## src/rtl/qs_egress_if.sv

```systemverilog
// Stream bundle between qs_egress and its neighbours: qs-side input beats,
// valid/ready output head, and status counters.
interface qs_egress_if #(
  parameter int W = 32
);
  logic         in_vld;
  logic         in_sop;
  logic         in_eop;
  logic         in_err;
  logic [W-1:0] in_dat;

  logic         out_vld_r;
  logic         out_sop_r;
  logic         out_eop_r;
  logic         out_err_r;
  logic [W-1:0] out_dat_r;
  logic         out_rdy;

  logic [15:0]  st_pkt_cnt;
  logic [15:0]  st_err_cnt;
  logic         st_ovf_r;

  modport master (
    output in_vld, in_sop, in_eop, in_err, in_dat, out_rdy,
    input  out_vld_r, out_sop_r, out_eop_r, out_err_r, out_dat_r,
    input  st_pkt_cnt, st_err_cnt, st_ovf_r
  );

  modport slave (
    input  in_vld, in_sop, in_eop, in_err, in_dat, out_rdy,
    output out_vld_r, out_sop_r, out_eop_r, out_err_r, out_dat_r,
    output st_pkt_cnt, st_err_cnt, st_ovf_r
  );
endinterface

```

## src/rtl/qs_egress.sv

```systemverilog
// Egress buffer for the qs sort engine: framing/order/length checks, FIFO, registered head.
// Define QS_EGRESS_SIGNED_EN to make the order check a signed compare.
module qs_egress #(
  parameter int W     = 32,
  parameter int DEPTH = 16,
  parameter int MAX_N = 64
) (
  input  logic        clk,
  input  logic        rst,
  qs_egress_if.slave  bus
);
  localparam int AW = $clog2(DEPTH);
  localparam int LW = $clog2(MAX_N + 2);

  typedef enum logic {IDLE, PKT} state_t;

  state_t          state, state_nx;
  logic [W-1:0]    last_dat;
  logic [LW-1:0]   len;
  logic            pkt_err, len_flag, ovf_flag;
  logic [W+2:0]    mem [DEPTH];
  logic [AW:0]     wr_ptr, rd_ptr;

  logic            accept, stray, restart, order_viol;
  logic            lt, len_viol, len_cnt, ovf_cnt;
  logic            pkt_err_base, ovf_base, word_err;
  logic            pop, full, drop, push, avail;
  logic [LW-1:0]   len_nx;
  logic [AW:0]     used, rd_nx;
  logic [2:0]      err_inc;
  logic [16:0]     err_sum;

`ifdef QS_EGRESS_SIGNED_EN
  assign lt = $signed(bus.in_dat) < $signed(last_dat);
`else
  assign lt = bus.in_dat < last_dat;
`endif

  always_ff @(posedge clk or negedge rst) begin
    if (!rst) state <= IDLE;
    else      state <= state_nx;
  end

  always_comb begin
    state_nx   = state;
    accept     = 1'b0;
    stray      = 1'b0;
    restart    = 1'b0;
    order_viol = 1'b0;
    if (bus.in_vld) begin
      unique case (state)
        IDLE: begin
          if (bus.in_sop) begin
            accept   = 1'b1;
            state_nx = bus.in_eop ? IDLE : PKT;
          end else begin
            stray = 1'b1;
          end
        end
        PKT: begin
          accept     = 1'b1;
          restart    = bus.in_sop;
          order_viol = !bus.in_sop && lt;
          state_nx   = bus.in_eop ? IDLE : PKT;
        end
        default: state_nx = IDLE;
      endcase
    end
  end

  // Length saturates one past MAX_N so the over-length flag stays asserted.
  assign len_nx = bus.in_sop ? LW'(1)
                : (len == LW'(MAX_N + 1)) ? len : len + LW'(1);
  assign len_viol     = accept && (len_nx > LW'(MAX_N));
  assign len_cnt      = len_viol && !len_flag;
  assign pkt_err_base = bus.in_sop ? 1'b0 : pkt_err;
  assign ovf_base     = bus.in_sop ? 1'b0 : ovf_flag;

  assign used  = wr_ptr - rd_ptr;
  assign full  = (used == (AW + 1)'(DEPTH));
  assign pop   = bus.out_vld_r && bus.out_rdy;
  assign drop  = accept && full && !pop;
  assign push  = accept && !drop;
  assign ovf_cnt = drop && !ovf_base;

  assign word_err = bus.in_err | order_viol | len_viol | restart
                  | (bus.in_eop & pkt_err_base);

  assign err_inc = 3'(stray) + 3'(restart) + 3'(order_viol) + 3'(len_cnt) + 3'(ovf_cnt);
  assign err_sum = {1'b0, bus.st_err_cnt} + 17'(err_inc);

  always_ff @(posedge clk or negedge rst) begin
    if (!rst) begin
      last_dat <= '0;
      len      <= '0;
      pkt_err  <= 1'b0;
      len_flag <= 1'b0;
      ovf_flag <= 1'b0;
    end else if (accept) begin
      last_dat <= bus.in_dat;
      len      <= len_nx;
      len_flag <= bus.in_eop ? 1'b0 : ((bus.in_sop ? 1'b0 : len_flag) | len_viol);
      pkt_err  <= bus.in_eop ? 1'b0 : (pkt_err_base | order_viol | drop);
      ovf_flag <= bus.in_eop ? 1'b0 : (ovf_base | drop);
    end
  end

  always_ff @(posedge clk or negedge rst) begin
    if (!rst) begin
      bus.st_pkt_cnt <= '0;
      bus.st_err_cnt <= '0;
      bus.st_ovf_r   <= 1'b0;
    end else begin
      if (push && bus.in_eop) bus.st_pkt_cnt <= bus.st_pkt_cnt + 16'd1;
      bus.st_err_cnt <= err_sum[16] ? '1 : err_sum[15:0];
      if (drop) bus.st_ovf_r <= 1'b1;
    end
  end

  always_ff @(posedge clk) begin
    if (push) mem[wr_ptr[AW-1:0]] <= {bus.in_sop, bus.in_eop, word_err, bus.in_dat};
  end

  // Head reloads from storage as it stands after this cycle's pop; a word
  // written this edge becomes visible one edge later.
  assign rd_nx = rd_ptr + (AW + 1)'(pop);
  assign avail = (wr_ptr != rd_nx);

  always_ff @(posedge clk or negedge rst) begin
    if (!rst) begin
      wr_ptr        <= '0;
      rd_ptr        <= '0;
      bus.out_vld_r <= 1'b0;
      bus.out_sop_r <= 1'b0;
      bus.out_eop_r <= 1'b0;
      bus.out_err_r <= 1'b0;
      bus.out_dat_r <= '0;
    end else begin
      if (push) wr_ptr <= wr_ptr + (AW + 1)'(1);
      rd_ptr        <= rd_nx;
      bus.out_vld_r <= avail;
      if (avail)
        {bus.out_sop_r, bus.out_eop_r, bus.out_err_r, bus.out_dat_r} <= mem[rd_nx[AW-1:0]];
    end
  end
endmodule

```

## src/flat_wrapper.sv

```systemverilog
// flat-port wrapper written by rule: the top's interface ports become plain ports
module qs_egress_flat 
#(
  parameter int W     = 32,
  parameter int DEPTH = 16,
  parameter int MAX_N = 64
)
  (clk, rst, bus_in_vld, bus_in_sop, bus_in_eop, bus_in_err, bus_in_dat, bus_out_rdy, bus_out_vld_r, bus_out_sop_r, bus_out_eop_r, bus_out_err_r, bus_out_dat_r, bus_st_pkt_cnt, bus_st_err_cnt, bus_st_ovf_r);
  qs_egress_if #(.W(W)) bus_i ();
  input  logic clk;
  input  logic rst;
  input wire logic [$bits(bus_i.in_vld)-1:0] bus_in_vld;
  input wire logic [$bits(bus_i.in_sop)-1:0] bus_in_sop;
  input wire logic [$bits(bus_i.in_eop)-1:0] bus_in_eop;
  input wire logic [$bits(bus_i.in_err)-1:0] bus_in_err;
  input wire logic [$bits(bus_i.in_dat)-1:0] bus_in_dat;
  input wire logic [$bits(bus_i.out_rdy)-1:0] bus_out_rdy;
  output wire logic [$bits(bus_i.out_vld_r)-1:0] bus_out_vld_r;
  output wire logic [$bits(bus_i.out_sop_r)-1:0] bus_out_sop_r;
  output wire logic [$bits(bus_i.out_eop_r)-1:0] bus_out_eop_r;
  output wire logic [$bits(bus_i.out_err_r)-1:0] bus_out_err_r;
  output wire logic [$bits(bus_i.out_dat_r)-1:0] bus_out_dat_r;
  output wire logic [$bits(bus_i.st_pkt_cnt)-1:0] bus_st_pkt_cnt;
  output wire logic [$bits(bus_i.st_err_cnt)-1:0] bus_st_err_cnt;
  output wire logic [$bits(bus_i.st_ovf_r)-1:0] bus_st_ovf_r;
  assign bus_i.in_vld = bus_in_vld;
  assign bus_i.in_sop = bus_in_sop;
  assign bus_i.in_eop = bus_in_eop;
  assign bus_i.in_err = bus_in_err;
  assign bus_i.in_dat = bus_in_dat;
  assign bus_i.out_rdy = bus_out_rdy;
  assign bus_out_vld_r = bus_i.out_vld_r;
  assign bus_out_sop_r = bus_i.out_sop_r;
  assign bus_out_eop_r = bus_i.out_eop_r;
  assign bus_out_err_r = bus_i.out_err_r;
  assign bus_out_dat_r = bus_i.out_dat_r;
  assign bus_st_pkt_cnt = bus_i.st_pkt_cnt;
  assign bus_st_err_cnt = bus_i.st_err_cnt;
  assign bus_st_ovf_r = bus_i.st_ovf_r;
  qs_egress #(.W(W), .DEPTH(DEPTH), .MAX_N(MAX_N)) u_core (.clk(clk), .rst(rst), .bus(bus_i));
endmodule
```

## config.mk

```make
export PLATFORM = sky130hd
export DESIGN_NAME = qs_egress_flat
export DESIGN_NICKNAME = d
export VERILOG_FILES = /design/src/rtl/qs_egress_if.sv /design/src/rtl/qs_egress.sv /design/src/flat_wrapper.sv
export SDC_FILE = /design/constraint.sdc
export NUM_CORES = 1
export LEC_CHECK = 0
export BUFFER_PORTS_ARGS = -buffer_cell sky130_fd_sc_hd__clkbuf_2
export CORE_MARGIN = 8
export CORE_UTILIZATION = 55
export DETAILED_ROUTE_END_ITERATION = 6
export PLACE_DENSITY = 0.8
export SLEW_MARGIN = 25
export SYNTH_ARGS = -nofsm -noshare
export SYNTH_HDL_FRONTEND = slang
export SYNTH_SLANG_ARGS = --single-unit
```

## constraint.sdc

```tcl
create_clock -name clk -period 9 [get_ports clk]
set_clock_uncertainty 0.15 [all_clocks]
set_input_delay 1.35 -clock clk [delete_from_list [all_inputs] [get_ports clk]]
set_output_delay 1.35 -clock clk [all_outputs]
set_load 0.02 [all_outputs]
```

; ---- Yosys cells after proc, flatten, opt, wreduce, memory -nomap -nowiden
; Memory sizes are Yosys's and may differ from the RTL's. A register that Yosys moved wholly into a read port is not among the register bits.
; Cells that the tools add are included.
[totals]
mem_bits_rw = 560
n_memories = 1
input_bits = 39
reg_bits = 87
[classes]
reduce_logical = 15
eq_ne = 3
add_sub_neg = 10
bitwise_logic = 10
magnitude_cmp = 2
mux = 24
[mem_list]
columns = memory, words, width, read_ports, rd_clocked_by_memory_dff, write_ports, line
row1 = u_core.mem, 16, 35, 1, 1, 1, qs_egress.sv:21  ; logic [W+2:0] mem [DEPTH];
[op_table]
columns = op, count
row1 = $lt 32x32->1, 1
row2 = $mux 1, 19
row3 = $add 16x3->17, 1
row4 = $add 16x1->16 const B, 1
row5 = $mux 16, 1
row6 = $mux 7, 2
row7 = $add 3x1->3, 3
row8 = $logic_and 1x1->1, 9
row9 = $or 1x1->1, 8
row10 = $add 7x1->7 const B, 1
row11 = $eq 7x7->1 const B, 1
row12 = $gt 7x7->1 const B, 1
row13 = $logic_not 1->1, 6
row14 = $add 5x1->5, 1
row15 = $add 5x1->5 const B, 1
row16 = $eq 5x5->1 const B, 1
row17 = $ne 5x5->1, 1
row18 = $sub 5x5->5, 1
row19 = $pmux 1 s2, 2
row20 = $add 1x1->2, 1
row21 = $and 1x1->1, 1
row22 = $not 1->1, 1

; ---- Logic depth before layout (Yosys ltp)
; Gate-level depths: netlist of the first run.
[logic_depth]
word_depth = 10
mapped_depth = 19
depth_no_buf = 19

; ---- Worst setup path before layout of the first run
; No wires, ideal clock.
[synth_timing]
kind = in2reg
start = input port bus_in_dat[21]
end = register u_core.bus.st_err_cnt[8]
setup_slack_ns = 3.139
cell_stages = 18
t_arrival_ns = 5.629
required_time_ns = 8.767
cell_sequence = ha_1 a21o_1 a221o_1 a2111oi_0 o211ai_1 or2_2 fa_1 inv_1 ha_1 fa_1 inv_1 fa_1 nor2b_1 o2111ai_1 nor2_1 nand4_1 clkbuf_1 o21ai_0
[synth_between]
elab_chain_cells = 9
[synth_lines]
columns = element, line
row1 = from (decl), flat_wrapper.sv:16  ; input wire logic [$bits(bus_i.in_dat)-1:0] bus_in_dat;
row2 = $lt 32x32->1, qs_egress.sv:36  ; assign lt = bus.in_dat < last_dat;
row3 = $logic_and 1x1->1, qs_egress.sv:63  ; order_viol = !bus.in_sop && lt;
row4 = $mux 1, qs_egress.sv:51  ; unique case (state)
row5 = $mux 1, qs_egress.sv:50  ; if (bus.in_vld) begin
row6 = $add 3x1->3 (3 in series), qs_egress.sv:89  ; assign err_inc = 3'(stray) + 3'(restart) + 3'(order_viol) + 3'(len_cnt) + 3'(ovf_cnt);
row7 = $add 16x3->17, qs_egress.sv:90  ; assign err_sum = {1'b0, bus.st_err_cnt} + 17'(err_inc);
row8 = $mux 16, qs_egress.sv:115  ; bus.st_err_cnt <= err_sum[16] ? '1 : err_sum[15:0];
row9 = to (signal assigned), qs_egress.sv:115
row10 = to (decl), qs_egress_if.sv:32  ; output st_pkt_cnt, st_err_cnt, st_ovf_r
; No other way between the ends.
; A chain may end at the register's enable or synchronous reset.

; ---- Final worst setup path of the first run
[layout_timing]
start = input port bus_in_dat[21]
end = register u_core.bus.st_err_cnt[13]
; The elaborated chain is that of the path after synthesis.

==> results.yml, run 1 <==
global_route:
  grt_pass1_wl_um: 94900
  antenna_found_initial: 1
  grt_max_degree: 72
  gr-usage-all-layers_pct: 21.9
  grt_pass1_vias: 15700
  overflow: 0
synth:
  avgSynthCellArea_um2: 17.6
  yosys_most_used_dff: "edfxtp_1"
  ys_ff_latch: 682
  synthDistinctLibCells: 66
  ys.warnings.count: 0
  netlist_area_um2: 27700
  syn-instance-count: 1576
  syn-num-nets: 1667
  synthArstFlopShare_pct: 17.9
  synth-edff-count: 560
  synth-seq-area-share_pct: 71.7
clock_network:
  cts_buffers: 69
  cts.sinks: 682
  clk_path_buf_depth: 3
  cts_root_buf: "clkbuf_16"
  cts_hold_buffers: 0
  insertion_delay_ns: 0.60
  cts_setup_buffers: 0
  cts_resized: 0
  cts_tree: "built"
  clkTransAtPathRegs_ns: 0.07
  cts_max_level: 3
drt:
  drc: 0
  routed_wl_um: 63000
  vias_per_cell: 6.23
  wl_per_cell_um: 25.9
  vias: 15100
  ant_nets: 0
  drtPass1Iterations: 5
  initialDrtViolationCount: 1618
finish:
  register_area_um2: 19900
  drive_above_1_share_pct: 25.5
  n_antenna_cell: 0
  multi_input_area_um2: 7350
  areaGrowthSynthToFinish_pct: 13.2
  post-route-util_pct: 62.8
  layout.cells.non_filler: 2430
  finish.net_count: 1796
  fill_cells: 3289
sta:
  min_period_ns: 6.64
  setup_viol: 0
  finalHoldViolCount: 0
  post-route-period-util_pct: 73.8
  rsz0062_at_grt: "false"
  worst_hold_slack_ns: 0.336
  fin_setup_tns_ns: 0
  fin_ws_ns: 2.36
  worstMarginPinSlew_ns: 1.09
  relSlewSlack_pct: 27.4
  max_freq_mhz: 151
  slew_viol_final: 0
hold_path:
  hp-start: "u_core.bus.st_ovf_r"
  min_path_cells: 1
  hold_end: "u_core.bus.st_ovf_r"
  hold_class: "register to register"
setup_path:
  reg2reg_from: "u_core.wr_ptr[3]"
  path_class: "primary input to register"
  startpoint: "bus_in_dat[21]"
  critPathArrivalTime_ns: 7.02
  slowest_delay_ns: 0.63
  cpMostUsedCell: "fa_1"
  cp_cell_sequence: "clkbuf_2 -> ha_1 -> a21o_1 -> a221o_1 -> a2111oi_0 -> o211ai_1 -> or2_2 -> fa_1 -> inv_1 -> ha_1 -> fa_1 -> inv_1 -> fa_1 -> nor2b_1 -> o2111ai_1 -> nor2_1 -> nand4_1 -> nand3_1 -> o21a_1"
  crit_path_max_fanout: 18
  end_kind: "register"
  cpMaxStageDelayCell: "a2111oi_0"
  worst-path-buf-inv: 3
  r2r_slack_ns: 2.84
  worstPathRequired_ns: 9.37
  reg2reg_depth: 18
  r2r-end: "u_core.bus.st_err_cnt[13]"
  cpLargestDelayFamily: "adder cells"
  critPathLaunchType: "primary input"
floorplanning:
  ios: 108
  die_x_um: 241
  initial_core_util_pct: 55.5
  dieHeight_um: 241
  fp-row-count: 82
  fp.coreArea_um2: 50000
  die-area_um2: 57900
placement:
  dpl.hpwl_um: 33000
  io_buffers: 107
  place_ws_ns: 1.88
  place_inst: 2306
  globalplace.congestion: 0.788
flow_run:
  max_cap_violations: 0
power_and_ir_drop:
  vdd_drop_max_v: 0.000268
  power_density_nw_per_um2: 348
  p_leak_nw: 11.4
status:
  status: "finished clean"
==> area by class of cell <==
type | instances | area share, %
Sequential cell | 682 | 63.3
Multi-Input combinational cell | 764 | 23.4
Clock buffer | 96 | 6.29
Tap cell | 672 | 2.68
Timing Repair Buffer | 136 | 2.42
Clock inverter | 28 | 1.27
Inverter | 52 | 0.622
==> kinds of logic after synthesis <==
logic type	after synthesis	synth area share, %
AOI/OAI and AO/OA	138	3.05
xor gates and xnor gates	38	1.36
adders and majority gates	52	2.43
buffers and inverters	130	2.06
DFF	682	71.7
muxes	178	13.3
and+or+nand+nor	358	6.14
==> cell usage in the layout, fill, tap and decap left out, drive strengths merged, types with 19 or more instances in the layout <==
master	n
buf	30
a31oi	37
ha	49
edfxtp	560
nand3	22
nor2	19
clkbuf	202
inv	54
mux2	37
dfrtp	122
and3	55
nand2	209
mux4	140
xnor2	24
o21ai	53
==> flip-flops by register name (all words and copies together), names as in the netlist <==
register,count
u_core.len_flag,1
u_core.bus.out_sop_r,1
u_core.state,1
u_core.pkt_err,1
u_core.mem,560
u_core.bus.out_eop_r,1
u_core.bus.st_ovf_r,1
u_core.bus.st_pkt_cnt,16
u_core.len,7
u_core.bus.out_dat_r,32
u_core.last_dat,32
u_core.ovf_flag,1
u_core.bus.out_err_r,1
u_core.bus.st_err_cnt,16
u_core.wr_ptr,5
u_core.rd_ptr,5
u_core.bus.out_vld_r,1
==> through the flow <==
| stage | area [um2] | power [mW] |
|---|---|---|
| after floorplan | 27700 | 6.93 |
| after global placement | 29000 | 7.84 |
| after detailed placement | 29000 | 7.95 |
| after CTS | 31400 | 11.0 |
| after global routing | 31400 | 11.4 |
| final | 31400 | 10.9 |
==> worst max-delay path by stage <==
stage | depth (start not counted) | endpoint | slack, ns
6_report | 19 | u_core.bus.st_err_cnt[13] | 2.36
5_1_grt | 19 | u_core.bus.st_err_cnt[13] | 2.06
4_1_cts | 19 | u_core.bus.st_err_cnt[13] | 2.40
3_5_place_dp | 19 | u_core.bus.st_err_cnt[13] | 1.88
3_3_place_gp | 19 | u_core.bus.st_err_cnt[13] | 1.98
2_1_floorplan | 18 | u_core.bus.st_err_cnt[8] | 3.14
==> routing by layer <==
| metal | global-route usage, % | up-vias | share of wire (%) |
|---|---|---|---|
| li1 | - | 6367 | - |
| met1 | 29.1 | 7728 | 39 |
| met2 | 36.0 | 863 | 49 |
| met3 | 3.98 | 171 | 8.4 |
| met4 | 8.92 | 2 | 3.6 |
| met5 | 0 | - | 0.019 |
==> power breakdown <==
group / switching (mW) / internal [mW] / leakage, nW / total [mW]
sequential: 0.189 / 3.79 / 6.56 / 3.98
combinational: 2.14 / 1.80 / 3.69 / 3.94
clock: 1.19 / 1.80 / 1.14 / 2.99
total: 3.52 / 7.39 / 11.4 / 10.9
==> synthesized netlist by cell type (7+ instances only) <==
cell type  count  share of area (%)
xnor2_1       22               0.69
nand2_1      209                2.8
inv_1         50               0.68
buf_2         16               0.29
o21ai_0       53               0.96
a21oi_1       16               0.29
edfxtp_1     560                 61
and3_1        55                1.2
ha_1          49                2.2
a31oi_1       37               0.83
nand4_1       13               0.29
xor2_1        13               0.41
nor2_1        19               0.26
dfrtp_1      122                 11
buf_6          7               0.28
and4_1         8               0.25
nand3_1       19               0.34
mux2_4        29                1.6
mux2_2         7               0.28
clkbuf_1      49               0.66
mux4_2       140                 11
Power figures use the tool's default switching activity.
==> inputs of run 2 (changes only) <==
==> constraint.sdc (replaced) <==
create_clock -name clk -period 6.2 [get_ports clk]
set_clock_uncertainty 0.15 [all_clocks]
set_input_delay 0.93 -clock clk [delete_from_list [all_inputs] [get_ports clk]]
set_output_delay 0.93 -clock clk [all_outputs]
set_load 0.02 [all_outputs]
==> results.yml, run 2 (synthesized netlist as in run 1, its figures left out) <==
global_route:
  overflow: 0
  grt_pass1_wl_um: 94400
  grt_max_degree: 96
  grt_pass1_vias: 15700
  gr-usage-all-layers_pct: 21.9
  antenna_found_initial: 1
setup_path:
  worst-path-buf-inv: 5
  end_kind: "register"
  cp_cell_sequence: "clkbuf_2 -> ha_1 -> a21oi_1 -> o21ai_0 -> a221oi_1 -> a2111oi_0 -> buf_4 -> or2_2 -> fa_1 -> inv_1 -> ha_1 -> fa_1 -> inv_1 -> fa_1 -> nor2b_1 -> o2111ai_1 -> nor2_1 -> nand4_1 -> buf_4 -> o21ai_0"
  cpLargestDelayFamily: "adder cells"
  reg2reg_from: "u_core.wr_ptr[3]"
  critPathArrivalTime_ns: 6.17
  crit_path_max_fanout: 18
  path_class: "primary input to register"
  worstPathRequired_ns: 6.56
  critPathLaunchType: "primary input"
  cpMaxStageDelayCell: "a221oi_1"
  reg2reg_depth: 18
  cpMostUsedCell: "fa_1"
  r2r_slack_ns: 0.48
  r2r-end: "u_core.bus.st_err_cnt[2]"
  slowest_delay_ns: 0.61
sta:
  fin_setup_tns_ns: 0
  rsz0062_at_grt: "false"
  post-route-period-util_pct: 93.8
  min_period_ns: 5.81
  worstMarginPinSlew_ns: 1.02
  fin_ws_ns: 0.386
  finalHoldViolCount: 0
  setup_viol: 0
  relSlewSlack_pct: 32.0
  slew_viol_final: 0
  max_freq_mhz: 172
floorplanning:
  dieHeight_um: 241
  initial_core_util_pct: 55.5
  die_x_um: 241
  ios: 108
  fp.coreArea_um2: 50000
  fp-row-count: 82
  die-area_um2: 57900
finish:
  fin_area_um2: 31500
  areaGrowthSynthToFinish_pct: 13.7
  drive_above_1_share_pct: 26.1
  largest_reg_flops: 560
  n_antenna_cell: 0
  finish.net_count: 1819
  fill_cells: 3346
  final_common_cell: "edfxtp_1"
  post-route-util_pct: 63.1
  final_cell_mix: "edfxtp_1, nand2_1, mux4_2, dfrtp_1, clkbuf_2"
clock_network:
  cts_hold_buffers: 0
  cts_root_buf: "clkbuf_16"
  cts_setup_buffers: 0
  cts_tree: "built"
  clk_path_buf_depth: 3
  cts_buffers: 68
  cts_max_level: 3
  cts_resized: 0
  insertion_delay_ns: 0.60
  cts.sinks: 682
  clkTransAtPathRegs_ns: 0.06
power_and_ir_drop:
  power_density_nw_per_um2: 496
  seqPwrFrac_pct: 37.0
  combinationalPowerShare_pct: 36.4
  switchingPower_mw: 5.05
  switching_share_pct: 32.2
  power_frac_clock_pct: 26.6
  p_int_mw: 10.6
  p_total_mw: 15.6
  vdd_drop_max_v: 0.000479
  p_leak_nw: 11.5
placement:
  globalplace.congestion: 0.787
  io_buffers: 107
  postPlaceCellArea_um2: 29300
  dpl.hpwl_um: 34600
  place_ws_ns: -0.177
hold_path:
  hold_class: "primary input to asynchronous set/reset pin"
drt:
  vias_per_cell: 6.09
  initialDrtViolationCount: 1493
  wl_per_cell_um: 25.6
  drtPass1Iterations: 5
  routed_wl_um: 62800
  ant_nets: 0
  vias: 15000
  drc: 0
status:
  status: "finished clean"
flow_run:
  max_cap_violations: 0
[run 2: worst max path at each step]
| stage | slack (ns) | startpoint | to | depth (start not counted) |
|---|---|---|---|---|
| global placement | -0.04 | bus_in_dat[5] | u_core.bus.st_err_cnt[14] | 20 |
| detailed placement | -0.18 | bus_in_dat[5] | u_core.bus.st_err_cnt[2] | 20 |
| finish | 0.39 | bus_in_dat[5] | u_core.bus.st_err_cnt[2] | 20 |
| CTS | 0.42 | bus_in_dat[5] | u_core.bus.st_err_cnt[2] | 20 |
| global route | 0.04 | u_core.wr_ptr[3] | u_core.bus.st_err_cnt[2] | 18 |
| floorplan | 0.76 | bus_in_dat[21] | u_core.bus.st_err_cnt[8] | 18 |
[run 2: cell type report]
class | instances | area, um2 | area share (%)
sequential | 682 | 19900 | 63.0
multi-input combinational | 764 | 7360 | 23.3
clock buffer | 99 | 1950 | 6.19
timing repair buffer | 160 | 1000 | 3.18
tap | 672 | 841 | 2.67
clock inverter | 26 | 320 | 1.02
inverter | 52 | 195 | 0.619
[run 2: power groups by stage]
stage / logic [mW] / registers, mW / clock network [mW]
after detailed placement: 5.70 / 5.86 / 0
after global routing: 6.14 / 5.83 / 4.38
after floorplan: 4.09 / 5.97 / 0
final: 5.70 / 5.79 / 4.16
after CTS: 5.77 / 5.78 / 4.21
after global placement: 5.59 / 5.82 / 0
[run 2: per-stage QoR]
step,hold slack [ns],instances
floorplan,0.288,1576
global placement,0.302,2330
detailed placement,0.312,2330
CTS,0.208,2455
global route,0.252,2455
finish,0.177,2455
[run 2: worst register-to-register path, delay by kind of cell (launching register included)]
family / cells / cell delay, ns
compound gates: 4 / 0.73
simple gates: 5 / 1.49
fa+ha+maj: 5 / 2.04
xor+xnor: 1 / 0.15
buf+inv: 3 / 0.31
flops: 1 / 0.76
[run 2: routing by layer]
layer / track usage (%) / up-vias / share of wire, %
li1: - / 6420 / -
met1: 29.0 / 7681 / 39
met2: 35.8 / 728 / 49
met3: 4.68 / 120 / 8.6
met4: 8.47 / 2 / 3.0
met5: 0 / - / 0.018
